$ cat config.mk
export PLATFORM = sky130hd
export DESIGN_NAME = uart_tx_arbiter_flat
export DESIGN_NICKNAME = d
export VERILOG_FILES = /design/src/rtl/uart_tx_arbiter_if.sv /design/src/rtl/uart_tx_arbiter.sv /design/src/flat_wrapper.sv
export SDC_FILE = /design/constraint.sdc
export NUM_CORES = 1
export LEC_CHECK = 0
export CAP_MARGIN = 20
export CORE_ASPECT_RATIO = 1.5
export CORE_MARGIN = 2
export CORE_UTILIZATION = 48
export CTS_CLUSTER_DIAMETER = 40
export DETAILED_ROUTE_END_ITERATION = 10
export PLACE_DENSITY = 0.87
export REMOVE_ABC_BUFFERS = 1
export SYNTH_ARGS = -nofsm -noshare
export SYNTH_HDL_FRONTEND = slang
export SYNTH_SLANG_ARGS = --single-unit
$ cat constraint.sdc
create_clock -name clk -period 2.4 [get_ports clk]
set_input_delay 0.48 -clock clk [delete_from_list [all_inputs] [get_ports clk]]
set_output_delay 0.48 -clock clk [all_outputs]
set_load 0.03 [all_outputs]
$ cat src/rtl/uart_tx_arbiter_if.sv
// Bundle of requester, UART AXI-stream, RX consumer and status signals for uart_tx_arbiter.
// The slave modport is the arbiter side; master is the side that drives the arbiter's inputs.
interface uart_tx_arbiter_if #(
  parameter int unsigned NREQ  = 2,
  parameter int unsigned DEPTH = 4
);
  localparam int unsigned CW = $clog2(DEPTH + 1);
  localparam int unsigned OW = (NREQ > 1) ? $clog2(NREQ) : 1;

  logic [NREQ-1:0]   req_valid;
  logic [8*NREQ-1:0] req_data;
  logic [NREQ-1:0]   req_last;
  logic [NREQ-1:0]   req_ready;
  logic [7:0]        m_tdata;
  logic              m_tvalid;
  logic              m_tready;
  logic [7:0]        s_tdata;
  logic              s_tvalid;
  logic              s_tready;
  logic [7:0]        rx_data;
  logic              rx_valid;
  logic              rx_ack;
  logic [CW-1:0]     tx_count;
  logic              tx_locked;
  logic [OW-1:0]     tx_owner;

  modport slave (
    input  req_valid, req_data, req_last, m_tready, s_tdata, s_tvalid, rx_ack,
    output req_ready, m_tdata, m_tvalid, s_tready, rx_data, rx_valid,
           tx_count, tx_locked, tx_owner
  );

  modport master (
    output req_valid, req_data, req_last, m_tready, s_tdata, s_tvalid, rx_ack,
    input  req_ready, m_tdata, m_tvalid, s_tready, rx_data, rx_valid,
           tx_count, tx_locked, tx_owner
  );
endinterface

$ cat src/rtl/uart_tx_arbiter.sv
// Round-robin, packet-locking TX arbiter with a small TX FIFO toward the UART,
// plus a one-byte RX holding register with valid/ready backpressure.
module uart_tx_arbiter #(
  parameter int unsigned NREQ  = 2,
  parameter int unsigned DEPTH = 4
) (
  input  logic             clk,
  input  logic             n_rst,
  uart_tx_arbiter_if.slave bus
);
  localparam int unsigned CW = $clog2(DEPTH + 1);
  localparam int unsigned OW = (NREQ > 1) ? $clog2(NREQ) : 1;
  localparam int unsigned PW = $clog2(DEPTH);

  typedef enum logic [0:0] {IDLE, LOCKED} state_t;

  state_t          state, state_n;
  logic [OW-1:0]   rr, rr_n;
  logic [OW-1:0]   owner, owner_n;
  logic [OW-1:0]   sel;
  logic            found;
  logic            push;
  logic            pop;
  logic            push_ok;
  logic            sel_last;
  logic [7:0]      sel_data;
  logic [NREQ-1:0] ready;

  logic [7:0]      mem [DEPTH];
  logic [PW-1:0]   wr, rd;
  logic [CW-1:0]   count;

  logic [7:0]      rx_data_q;
  logic            rx_valid_q;
  logic            s_ready;
  logic            load;

  function automatic logic [OW-1:0] next_idx(input logic [OW-1:0] i);
    return (i == OW'(NREQ - 1)) ? '0 : i + OW'(1);
  endfunction

  // Space check uses the registered count only, so a same-cycle pop never frees a slot
  assign push_ok = (count < CW'(DEPTH));
  assign pop     = (count != '0) && bus.m_tready;

  // Arbiter next-state: pick a candidate, grant it if the FIFO has room
  always_comb begin
    state_n  = state;
    rr_n     = rr;
    owner_n  = owner;
    sel      = owner;
    found    = 1'b0;
    sel_data = 8'h00;
    sel_last = 1'b0;
    ready    = '0;
    push     = 1'b0;

    if (state == IDLE) begin
      for (int k = 0; k < int'(NREQ); k++) begin
        for (int i = 0; i < int'(NREQ); i++) begin
          if (!found && bus.req_valid[i] && (((int'(rr) + k) % int'(NREQ)) == i)) begin
            found = 1'b1;
            sel   = OW'(i);
          end
        end
      end
    end else begin
      found = bus.req_valid[owner];
    end

    for (int i = 0; i < int'(NREQ); i++) begin
      if (sel == OW'(i)) begin
        sel_data = bus.req_data[i*8 +: 8];
        sel_last = bus.req_last[i];
      end
    end

    if (found && push_ok) begin
      push    = 1'b1;
      ready   = NREQ'(1) << sel;
      owner_n = sel;
      if (state == IDLE || sel_last) rr_n = next_idx(sel);
      state_n = sel_last ? IDLE : LOCKED;
    end
  end

  always_ff @(posedge clk or negedge n_rst) begin
    if (!n_rst) begin
      state <= IDLE;
      rr    <= '0;
      owner <= '0;
    end else begin
      state <= state_n;
      rr    <= rr_n;
      owner <= owner_n;
    end
  end

  // FIFO pointers and occupancy; storage itself needs no reset
  always_ff @(posedge clk or negedge n_rst) begin
    if (!n_rst) begin
      wr    <= '0;
      rd    <= '0;
      count <= '0;
    end else begin
      if (push) wr <= wr + PW'(1);
      if (pop)  rd <= rd + PW'(1);
      if (push && !pop)      count <= count + CW'(1);
      else if (pop && !push) count <= count - CW'(1);
    end
  end

  always_ff @(posedge clk) begin
    if (push) mem[wr] <= sel_data;
  end

  // RX holding register: load wins over ack so a same-cycle ack+load keeps valid high
  assign s_ready = ~rx_valid_q | bus.rx_ack;
  assign load    = bus.s_tvalid & s_ready;

  always_ff @(posedge clk or negedge n_rst) begin
    if (!n_rst) begin
      rx_data_q  <= 8'h00;
      rx_valid_q <= 1'b0;
    end else if (load) begin
      rx_data_q  <= bus.s_tdata;
      rx_valid_q <= 1'b1;
    end else if (bus.rx_ack) begin
      rx_valid_q <= 1'b0;
    end
  end

  assign bus.req_ready = ready;
  assign bus.m_tvalid  = (count != '0);
  assign bus.m_tdata   = (count != '0) ? mem[rd] : 8'h00;
  assign bus.s_tready  = s_ready;
  assign bus.rx_data   = rx_data_q;
  assign bus.rx_valid  = rx_valid_q;
  assign bus.tx_count  = count;
  assign bus.tx_locked = (state == LOCKED);
  assign bus.tx_owner  = owner;
endmodule

$ cat src/flat_wrapper.sv
// flat-port wrapper written by rule: the top's interface ports become plain ports
module uart_tx_arbiter_flat 
#(
  parameter int unsigned NREQ  = 2,
  parameter int unsigned DEPTH = 4
)
  (clk, n_rst, bus_req_valid, bus_req_data, bus_req_last, bus_m_tready, bus_s_tdata, bus_s_tvalid, bus_rx_ack, bus_req_ready, bus_m_tdata, bus_m_tvalid, bus_s_tready, bus_rx_data, bus_rx_valid, bus_tx_count, bus_tx_locked, bus_tx_owner);
  uart_tx_arbiter_if #(.NREQ(NREQ), .DEPTH(DEPTH)) bus_i ();
  input  logic clk;
  input  logic n_rst;
  input wire logic [$bits(bus_i.req_valid)-1:0] bus_req_valid;
  input wire logic [$bits(bus_i.req_data)-1:0] bus_req_data;
  input wire logic [$bits(bus_i.req_last)-1:0] bus_req_last;
  input wire logic [$bits(bus_i.m_tready)-1:0] bus_m_tready;
  input wire logic [$bits(bus_i.s_tdata)-1:0] bus_s_tdata;
  input wire logic [$bits(bus_i.s_tvalid)-1:0] bus_s_tvalid;
  input wire logic [$bits(bus_i.rx_ack)-1:0] bus_rx_ack;
  output wire logic [$bits(bus_i.req_ready)-1:0] bus_req_ready;
  output wire logic [$bits(bus_i.m_tdata)-1:0] bus_m_tdata;
  output wire logic [$bits(bus_i.m_tvalid)-1:0] bus_m_tvalid;
  output wire logic [$bits(bus_i.s_tready)-1:0] bus_s_tready;
  output wire logic [$bits(bus_i.rx_data)-1:0] bus_rx_data;
  output wire logic [$bits(bus_i.rx_valid)-1:0] bus_rx_valid;
  output wire logic [$bits(bus_i.tx_count)-1:0] bus_tx_count;
  output wire logic [$bits(bus_i.tx_locked)-1:0] bus_tx_locked;
  output wire logic [$bits(bus_i.tx_owner)-1:0] bus_tx_owner;
  assign bus_i.req_valid = bus_req_valid;
  assign bus_i.req_data = bus_req_data;
  assign bus_i.req_last = bus_req_last;
  assign bus_i.m_tready = bus_m_tready;
  assign bus_i.s_tdata = bus_s_tdata;
  assign bus_i.s_tvalid = bus_s_tvalid;
  assign bus_i.rx_ack = bus_rx_ack;
  assign bus_req_ready = bus_i.req_ready;
  assign bus_m_tdata = bus_i.m_tdata;
  assign bus_m_tvalid = bus_i.m_tvalid;
  assign bus_s_tready = bus_i.s_tready;
  assign bus_rx_data = bus_i.rx_data;
  assign bus_rx_valid = bus_i.rx_valid;
  assign bus_tx_count = bus_i.tx_count;
  assign bus_tx_locked = bus_i.tx_locked;
  assign bus_tx_owner = bus_i.tx_owner;
  uart_tx_arbiter #(.NREQ(NREQ), .DEPTH(DEPTH)) u_core (.clk(clk), .n_rst(n_rst), .bus(bus_i));
endmodule
==> results.md, run 1 <==
- # diodes: 0
- TritonCTS Buffers: 5
- Overflow after GRT: 0
- Final core utilization: 68.3%
- Beginning of the critical path: bus_req_valid[0]
- DIE AREA: 0.00535 sq mm
- Count of cell types in the netlist: 32
- Initial drt markers: 35
- Simple logic cell fraction of the synthesized area: between 7 and 8%
- Sequential share of power: 37.1%
- Switching part of the total: 37.7%
- Ys Warns: 0
- Hold Crit Class: in2async
- Worst slew pin tran: 0.419 ns
- P_leak: 1.24 nW
- Asr flop ratio synth: 37.3%
- Sequential share of the synthesized area: 62.7%
- Layout cells sized above 1: between 30% and 40%
- Drt drc: 0
- Post-DP HPWL: between 3000 and 4000 microns
- Max Fanout on Critical Path: 10
- Total track usage: 19.8%
- Largest net degree at the start of global routing: 20
- Net switching power: 0.00141 W
- Tcrit/Tclk final: 97.5%
- I/O pin total: 59
- Mux cell area share after synthesis: 17.9%
- Routed Antenna Nets: 0
- CTS tree: built
- Post-CTS Setup Bufs: 0
- Worst EP required: 1.92 ns
- DP Cell Count: 273
- First-pass GRT wire length: 7560 microns
- Synth Area in Compound Gates: 3.28%
- CTS root buf: clkbuf_8
- Synth Flop Type: edfxtp_1
- WL/cell: 16.7 microns
- EDFF count, synth: 32
- Worst slew margin: 72.1%
- Hold Slack: approximately 0.50 ns
- Port-buffer cells: 58
- Core Area: between 0.004 and 0.005 sq mm
- Die X-Extent: 60.4 microns
- Achievable frequency: 427 MHz
- Worst R2R End: u_core.bus.tx_count[2]$_DFFE_PN0P_
- Final total power: 0.00374 W
- Adder-Cell Fraction of Synth Area: 3.60%
- Worst-Skew Late Latency: slightly above 0.3 ns
- Crit path capture: bus_req_ready[0]
- Cell Rows: 30
- Cell area after layout: 0.00310 sq mm
- Layout net count: 255
- Status: finished clean
- Clk pwr share: 12.5%
- Synthesized area: 0.00229 sq mm
- Routed vias/inst: 5.15
- Largest family of logic cells by synthesized area: multiplexers
- Clock Tree Buf Depth: 2
- Routability cong.: 0.724
- Fin cells: 281
- Tmin final: approximately 2.3 ns
- Detailed-route via count: 1448
- Worst setup EP type: output port
- Internal power: 0.00233 W
- Reg2Reg Setup Slack: between 0.15 and 0.2 ns
- Final setup fails: 0
- Starting Density: 50.4%
- Antenna violations before repair: 0
- Max IR drop VDD: 0.623 mV
- Vias in the first global route: 1597
- CP arrival: 1.86 ns
- Die Y: 88.6 microns
- Setup CP Type: in2out
- Final Hold Viols: 0
- Mean Syn Cell Area: 16.6 sq um
- WL final: 4690 microns
- Synth Area in XOR/XNOR: 2.29%
- Comb power frac: approximately half
- RSZ-0062 raised after global routing: false
- Worst clock skew: 0.0151 ns
- R2R depth: 8
- R2r startpoint: u_core.bus.tx_count[2]$_DFFE_PN0P_
- Area Overhead vs Synth: 35.4%
- CP startpoint kind: primary input
- DP Area: 0.00306 sq mm
- Drt first pass iters: 4
- Fillcell total: 315
- Max-capacitance violation count: 0
- Htree depth: 2
- Max Slew Vio Count: 0
- Post-synthesis cell count: 138
- Clock transition at path regs: 0.09 ns
- Power Density: 1200 mW/mm^2
- Post-synthesis register bit count: roughly 50
- # clock sinks: 51
## layout by cell type, fill, tap and decap left out
cell	instances
o221ai_2	1
edfxtp_1	32
nor2_1	3
or3_1	1
mux2_2	11
inv_2	1
xnor2_1	5
clkbuf_1	2
and2_4	1
fa_1	1
buf_12	1
o22a_1	1
clkbuf_2	8
nor2b_1	1
xor2_1	1
a22oi_4	1
nand3_1	1
nand2b_1	4
mux2_4	7
or2b_1	2
nor2_2	1
mux4_2	8
o21ai_0	2
inv_1	5
dfrtp_1	19
clkdlybuf4s50_1	47
dlymetal6s2s_1	1
clkinv_2	1
clkbuf_8	5
a21boi_0	1
a21oi_1	1
and2_1	12
a21boi_2	1
nand2_1	4
ha_1	5
buf_4	19
## timing repair
item | in CTS | in global routing
resized for setup | 9 | 17
endpoints found under the setup margin | 8 | 10
gates cloned | 0 | 0
hold buffers | 0 | 0
## sequential cells by signal, summed over array words and instances (netlist names)
name	count
u_core.bus.rx_data	8
u_core.bus.rx_valid	1
u_core.rr	1
u_core.bus.tx_locked	1
u_core.bus.tx_count	3
u_core.mem	32
u_core.bus.tx_owner	1
u_core.rd	2
u_core.wr	2
## per-layer routing
metal	global-route usage, %	part of all wire [%]	vias to the layer above
li1	-	-	651
met1	20.8	33	712
met2	36.5	57	71
met3	4.68	6.7	14
met4	8.70	2.8	0
met5	0	0	-
## metrics by stage
stage / worst slack, ns / setup TNS [ns]
4_1_cts: 0.00118 / 0
5_1_grt: 0.00221 / 0
2_1_floorplan: 0.0413 / 0
6_report: 0.0605 / 0
3_3_place_gp: 0.00392 / 0
3_5_place_dp: -0.116 / -0.200
## area by class of cell
| class | instances | area, sq um | share of cell area (%) |
|---|---|---|---|
| sequential | 51 | 1440 | 46.3 |
| multi-input combinational | 76 | 797 | 25.7 |
| timing repair buffer | 76 | 686 | 22.1 |
| tap | 64 | 80.1 | 2.58 |
| clock buffer | 7 | 76.3 | 2.46 |
| inverter | 6 | 22.5 | 0.726 |
| clock inverter | 1 | 5.00 | 0.161 |
## kinds of logic (layout without fill, tap and decap cells)
group / count (synthesis) / count (layout)
AO/OA/AOI/OAI: 8 / 8
XOR/XNOR: 6 / 6
adder cells (fa/ha/maj): 6 / 6
buffers and inverters: 11 / 90
flip-flops: 51 / 51
multiplexers: 26 / 26
AND/OR/NAND/NOR: 30 / 30
## synth_stat cells (2+ instances only)
master | instances | share of area, %
o21ai_0 | 2 | 0.44
xnor2_1 | 5 | 1.9
edfxtp_1 | 32 | 42
inv_1 | 5 | 0.82
mux2_2 | 11 | 5.4
mux2_4 | 7 | 4.6
nor2_1 | 3 | 0.49
mux4_2 | 8 | 7.9
or2b_1 | 2 | 0.66
ha_1 | 5 | 2.7
nand2b_1 | 4 | 1.1
nand2_1 | 4 | 0.66
and2_1 | 12 | 3.3
dfrtp_1 | 19 | 21
clkbuf_1 | 2 | 0.33
## how the worst min path moves through the flow
stage | startpoint | cells after the start | to | slack (ns)
after global placement | u_core.bus.rx_data[1]$_DFFE_PN0P_ | 1 | u_core.bus.rx_data[1]$_DFFE_PN0P_ | 0.49
after global routing | n_rst | 2 | u_core.wr[1]$_DFFE_PN0P_ | 0.54
after CTS | n_rst | 2 | u_core.bus.rx_data[7]$_DFFE_PN0P_ | 0.51
after detailed placement | u_core.bus.rx_data[3]$_DFFE_PN0P_ | 1 | u_core.bus.rx_data[3]$_DFFE_PN0P_ | 0.50
final | n_rst | 2 | u_core.bus.rx_data[7]$_DFFE_PN0P_ | 0.50
after floorplan | n_rst | 0 | u_core.bus.rx_data[0]$_DFFE_PN0P_ | 0.18
## power groups by stage
stage	combinational (W)	sequential, W	clock [W]
after detailed placement	0.00201	0.00140	0
after CTS	0.00194	0.00138	0.000473
after global routing	0.00204	0.00142	0.000510
after global placement	0.00193	0.00138	0
after floorplan	0.00106	0.00151	0
final	0.00188	0.00139	0.000468
## critical path, stage by stage
cell	delay (ns)
clkdlybuf4s50_1	0.45
a21boi_2	0.18
o221ai_2	0.20
inv_2	0.06
buf_4	0.16
and2_4	0.16
buf_4	0.16
No activity file was read; power rests on OpenSTA's default activity.
==> inputs of run 2 (changes only) <==
--- a/config.mk
+++ b/config.mk
@@ -5,6 +5,7 @@
 export SDC_FILE = /design/constraint.sdc
 export NUM_CORES = 1
 export LEC_CHECK = 0
+export ABC_CLOCK_PERIOD_IN_PS = 2400
 export CAP_MARGIN = 20
 export CORE_ASPECT_RATIO = 1.5
 export CORE_MARGIN = 2
==> results of run 2 <==
No change in the layout: final DEF, timing and power equal those of run 1.
==> inputs of run 3 (changes only) <==
--- a/config.mk
+++ b/config.mk
@@ -14,6 +14,7 @@
 export DETAILED_ROUTE_END_ITERATION = 10
 export PLACE_DENSITY = 0.87
 export REMOVE_ABC_BUFFERS = 1
+export SLEW_MARGIN = 25
 export SYNTH_ARGS = -nofsm -noshare
 export SYNTH_HDL_FRONTEND = slang
 export SYNTH_SLANG_ARGS = --single-unit
==> results of run 3 <==
No change in the layout: final DEF, timing and power equal those of run 1.
